`config.mk`:
```
export PLATFORM = sky130hd
export DESIGN_NAME = util_sync_fifo
export DESIGN_NICKNAME = d
export VERILOG_FILES = /design/src/rtl/util_sync_fifo.sv
export SDC_FILE = /design/constraint.sdc
export NUM_CORES = 1
export LEC_CHECK = 0
export CAP_MARGIN = 25
export CORE_UTILIZATION = 31
export CTS_BUF_LIST = sky130_fd_sc_hd__clkbuf_8
export CTS_CLUSTER_DIAMETER = 200
export DETAILED_ROUTE_END_ITERATION = 10
export SYNTH_ARGS = -nofsm -noshare
export SYNTH_HDL_FRONTEND = slang
export SYNTH_SLANG_ARGS = --single-unit
export TNS_END_PERCENT = 30
```
`constraint.sdc`:
```
create_clock -name clk -period 17.1 [get_ports clk]
set_clock_uncertainty 0.1 [all_clocks]
set_input_delay 3.42 -clock clk [delete_from_list [all_inputs] [get_ports clk]]
set_output_delay 3.42 -clock clk [all_outputs]
set_load 0.01 [all_outputs]
```
`src/rtl/util_sync_fifo.sv`:
```
// util_sync_fifo: single-clock FIFO with occupancy count, almost-full/almost-empty flags and error pulses.
// Optional macro UTIL_SYNC_FIFO_FWFT_EN selects first-word fall-through output instead of a registered read port.
module util_sync_fifo #(
  parameter int DATA_W    = 64,
  parameter int DEPTH     = 8,
  parameter int AF_THRESH = 6,
  parameter int AE_THRESH = 2
) (
  input  logic                     clk,
  input  logic                     rst_n,
  input  logic                     wr_en,
  input  logic [DATA_W-1:0]        din,
  input  logic                     rd_en,
  output logic [DATA_W-1:0]        dout,
  output logic                     dout_valid,
  output logic                     full,
  output logic                     almost_full,
  output logic                     empty,
  output logic                     almost_empty,
  output logic [$clog2(DEPTH):0]   count,
  output logic                     overflow,
  output logic                     underflow
);

  localparam int ADDR_W = $clog2(DEPTH);
  localparam int CNT_W  = ADDR_W + 1;

  localparam logic [CNT_W-1:0]  FULL_C = CNT_W'(DEPTH);
  localparam logic [CNT_W-1:0]  AF_C   = CNT_W'(AF_THRESH);
  localparam logic [CNT_W-1:0]  AE_C   = CNT_W'(AE_THRESH);
  localparam logic [CNT_W-1:0]  CONE_C = CNT_W'(1);
  localparam logic [ADDR_W-1:0] PONE_C = ADDR_W'(1);

  logic [DATA_W-1:0] mem_r [DEPTH];
  logic [ADDR_W-1:0] wr_ptr_r;
  logic [ADDR_W-1:0] rd_ptr_r;
  logic [CNT_W-1:0]  count_r;
  logic [CNT_W-1:0]  count_nxt_s;
  logic              overflow_r;
  logic              underflow_r;
  logic              wr_ok_s;
  logic              rd_ok_s;
  logic              full_s;
  logic              empty_s;

  // Status flags decode the registered occupancy only, so they never glitch with the request inputs.
  assign full_s       = (count_r == FULL_C);
  assign empty_s      = (count_r == {CNT_W{1'b0}});
  assign full         = full_s;
  assign empty        = empty_s;
  assign almost_full  = (count_r >= AF_C);
  assign almost_empty = (count_r <= AE_C);
  assign count        = count_r;
  assign overflow     = overflow_r;
  assign underflow    = underflow_r;

  // Request acceptance and next occupancy.
  always_comb begin
    wr_ok_s     = 1'b0;
    rd_ok_s     = 1'b0;
    count_nxt_s = count_r;
    wr_ok_s     = wr_en && !full_s;
    rd_ok_s     = rd_en && !empty_s;
    case ({wr_ok_s, rd_ok_s})
      2'b10:   count_nxt_s = count_r + CONE_C;
      2'b01:   count_nxt_s = count_r - CONE_C;
      default: count_nxt_s = count_r;
    endcase
  end

  // Storage array; deliberately not reset, the cleared pointers hide stale words.
  always_ff @(posedge clk) begin
    if (wr_ok_s) begin
      mem_r[wr_ptr_r] <= din;
    end
  end

  // Pointers, occupancy and error pulses.
  always_ff @(posedge clk) begin
    if (!rst_n) begin
      wr_ptr_r    <= {ADDR_W{1'b0}};
      rd_ptr_r    <= {ADDR_W{1'b0}};
      count_r     <= {CNT_W{1'b0}};
      overflow_r  <= 1'b0;
      underflow_r <= 1'b0;
    end else begin
      if (wr_ok_s) begin
        wr_ptr_r <= wr_ptr_r + PONE_C;
      end
      if (rd_ok_s) begin
        rd_ptr_r <= rd_ptr_r + PONE_C;
      end
      count_r     <= count_nxt_s;
      overflow_r  <= wr_en && full_s;
      underflow_r <= rd_en && empty_s;
    end
  end

`ifdef UTIL_SYNC_FIFO_FWFT_EN
  // Head word is presented directly; rd_en pops it.
  assign dout       = mem_r[rd_ptr_r];
  assign dout_valid = !empty_s;
`else
  logic [DATA_W-1:0] dout_r;
  logic              dout_valid_r;

  // Registered read port: one cycle latency, dout holds the last word read.
  always_ff @(posedge clk) begin
    if (!rst_n) begin
      dout_r       <= {DATA_W{1'b0}};
      dout_valid_r <= 1'b0;
    end else begin
      if (rd_ok_s) begin
        dout_r <= mem_r[rd_ptr_r];
      end
      dout_valid_r <= rd_ok_s;
    end
  end

  assign dout       = dout_r;
  assign dout_valid = dout_valid_r;
`endif

endmodule

```
==> results.md <==
- DPL Wire Length: 24540 µm
- Mapped Nets: 1106
- Req. time, crit path: 13.58 ns
- RSZ-0062 raised after global routing: no
- Initial core utilization: 0.3147
- Dominant synthesized flop cell: edfxtp_1
- Synth cell count leaders: edfxtp_1 (512), mux4_2 (128), dfxtp_1 (77)
- Worst setup SP type: register
- Outcome: completed
- Data arrival, critical path: 2.52 ns
- R2r worst-path depth: 5
- Setup TNS: 0 ns
- Pre-antenna DRT Iters: 5
- Int Pwr: 2.735 mW
- GR Layer Usage met2: 0.2317
- HP Class: reg -> reg
- # rows: 96
- Avg Cell Area, Syn: 20.97 µm²
- Synth Instances: 1033
- Layout cells sized above 1: 0.2207
- FFs w/ async S/R, synth: 0
- Vias per cell: 4.748
- Pin count of the biggest net entering global routing: 79
- Clock transition at the registers of the reported paths: 0.06 ns
- Layout overhead on the synthesized area: 20.61%
- Root buffer cell: clkbuf_8
- Fmax: 165.6 MHz
- Post_cts resized: 0
- I/O pin cnt: 143
- DRT iter0 DRCs: 750
- Nets: 1308
- Core Area: 68830 µm²
- Setup Buffers After CTS: 0
- Worst-Skew Late Latency: 0.67 ns
- Placed instance count: 2066
- Largest area contributor in the netlist: edfxtp_1
- Comb pwr share: 0.217
- Post-DRT Antenna Nets: 0
- Max Slew Vio Count: 0
- Reg2reg setup slack: 14.10 ns
- Dominant cell by count in the synthesized netlist: edfxtp_1
- Max-slew headroom: 0.3118
- I/O Buffers: 142
- Share of the synthesized area in the top cell type: 0.7099
- Mapped Area: 21660 µm²
- Final Hold Viols: 0
- Die area: 70920 µm²
- Worst-Margin Slew: 1.032 ns
- Hold-fix buffers, CTS: 0
- Peak supply drop: 0.06212 mV
- EDFF count, synth: 512
- GR Util met1: 0.1701
- Global-route wire length before repair: 72220 µm
- # DRC: 0
- Synth cell types: 42
- Reg power frac: 0.477
- CTS Buf Count: 94
- Max stage delay on crit path: 0.75 ns
- Via count: 10.66k
- Largest cells by area after synthesis: edfxtp_1 (71%), mux4_2 (13%), dfxtp_1 (7.1%), o22ai_1 (1.8%), o21ai_0 (1.3%)
- Total GRT Usage: 0.1382
- Crit path cell chain: or4b_1, inv_1, clkdlybuf4s50_1
- CP max stage cell: or4b_1
- Clock power share: 0.306
- Placer Congestion: 0.6655
- RR Startpoint: count[1]$_SDFFE_PN0P_
- Leakage power: 8.351 nW
- Tcrit/Tclk final: 0.3531
- Met3 Usage GRT: 0.03762
- Worst Setup EP: full
- CP Launch Point: count[0]$_SDFFE_PN0P_
- Psw: 1.024 mW
- CTS tree: yes
- YS warnings: 0
- HP Start: dout[10]$_SDFFE_PN0P_
- CP Capture Type: primary output
- Layer with the highest usage: met2
- Final Setup Violations: 0
- #FFs+latches synth: 589
- Routed length per instance: 21.40 µm
- Post-Route WL: 48070 µm
- Clock Path Buffers: 3
- Initial antenna violation count: 6
- Gr ovfl total: 0
- Sequential area share after synthesis: 0.7811
- Clk sink count: 589
- Pwr dens: 143.9 nW/µm²
- Crit-path max FO: 10
- Post-route minimum period: 6.037 ns
- Die W: 266.3 µm
- Htree depth: 3
- Die H: 266.3 µm
- Vias in the first global route: 11.53k
- FF-to-FF End: mem_r[1][2]$_DFFE_PP_
- Sw Ratio: 0.2725
- Setup Crit Path Kind: reg -> out
- Max-Cap Viols: 0
- Finished Layout Cells: 2246
## through the flow
step | cell area (µm²) | setup WS, ns | total power, mW | hold slack [ns] | utilization
2_1_floorplan | 21660 | 6.823 | 2.338 | 0.3963 | -
3_3_place_gp | 23990 | 10.62 | 2.627 | 0.3955 | 0.3485
3_5_place_dp | 24180 | 10.58 | 2.648 | 0.3966 | 0.3513
4_1_cts | 26020 | 11.00 | 3.812 | 0.4129 | 0.3780
5_1_grt | 26120 | 10.95 | 3.945 | 0.4341 | 0.3795
6_report | 26120 | 11.06 | 3.759 | 0.4112 | 0.3795
## power groups by stage
stage               logic [mW]  registers [mW]  clock network [mW]
global route             0.885            1.81                1.25
global placement         0.783            1.84                   0
detailed placement       0.822            1.83                   0
finish                   0.815            1.79                1.15
floorplan                0.530            1.81                   0
CTS                      0.825            1.80                1.19
## layout make-up
| class | instances | area (µm²) |
|---|---|---|
| inverters | 1 | 3.754 |
| flip-flops and latches | 589 | 16920 |
| fillers | 6224 | 42710 |
| repair buffers | 166 | 1812 |
| clock buffers | 107 | 1473 |
| well taps | 931 | 1165 |
| diodes | 1 | 2.502 |
| multi-input cells | 383 | 4377 |
| clock inverters | 68 | 364.1 |
## layout by cell type, fill, tap and decap left out, drive strengths merged, types with 7 or more instances in the layout
| master | count |
|---|---|
| edfxtp | 512 |
| clkdlybuf4s50 | 141 |
| mux4 | 128 |
| clkbuf | 107 |
| dfxtp | 77 |
| nor2 | 68 |
| o21ai | 66 |
| o22ai | 64 |
| inv | 48 |
| buf | 25 |
| clkinv | 15 |
| nand2 | 7 |
## layer usage
layer,wire length [µm],part of all wire,vias to the layer above
li1,-,-,4681
met1,20010,0.42,5606
met3,3201,0.067,80
met5,39,0.00081,-
met2,23900,0.50,289
met4,914,0.019,8
## state kept, by name, summed over array words and instances, names as in the netlist
name	flops
wr_ptr_r	3
rd_ptr_r	3
dout_valid	1
dout	64
underflow	1
overflow	1
count	4
mem_r	512
## worst max-delay path, delay by kind of cell, from the launching register on
family                 cells  cell delay (ns)
buffers and inverters      2             0.67
AND/OR/NAND/NOR            1             0.75
flip-flops                 1             0.43
## kinds of logic after synthesis
kind of cell | after synthesis | share of synthesized area
AND/OR/NAND/NOR | 102 | 0.02265
AO/OA/AOI/OAI | 138 | 0.03698
flip-flops | 589 | 0.7811
XOR/XNOR | 7 | 0.002831
buffers and inverters | 61 | 0.01906
multiplexers | 131 | 0.1345
adder cells (fa/ha/maj) | 5 | 0.002889
## worst min-delay path by stage
stage	cells after the start	slack (ns)	endpoint
floorplan	2	0.40	wr_ptr_r[1]$_SDFFE_PN0P_
CTS	2	0.41	dout[42]$_SDFFE_PN0P_
global placement	2	0.40	dout[40]$_SDFFE_PN0P_
detailed placement	2	0.40	dout[42]$_SDFFE_PN0P_
global route	2	0.43	dout[10]$_SDFFE_PN0P_
finish	2	0.41	dout[10]$_SDFFE_PN0P_
Note: power is estimated with default switching activity, not from simulation.
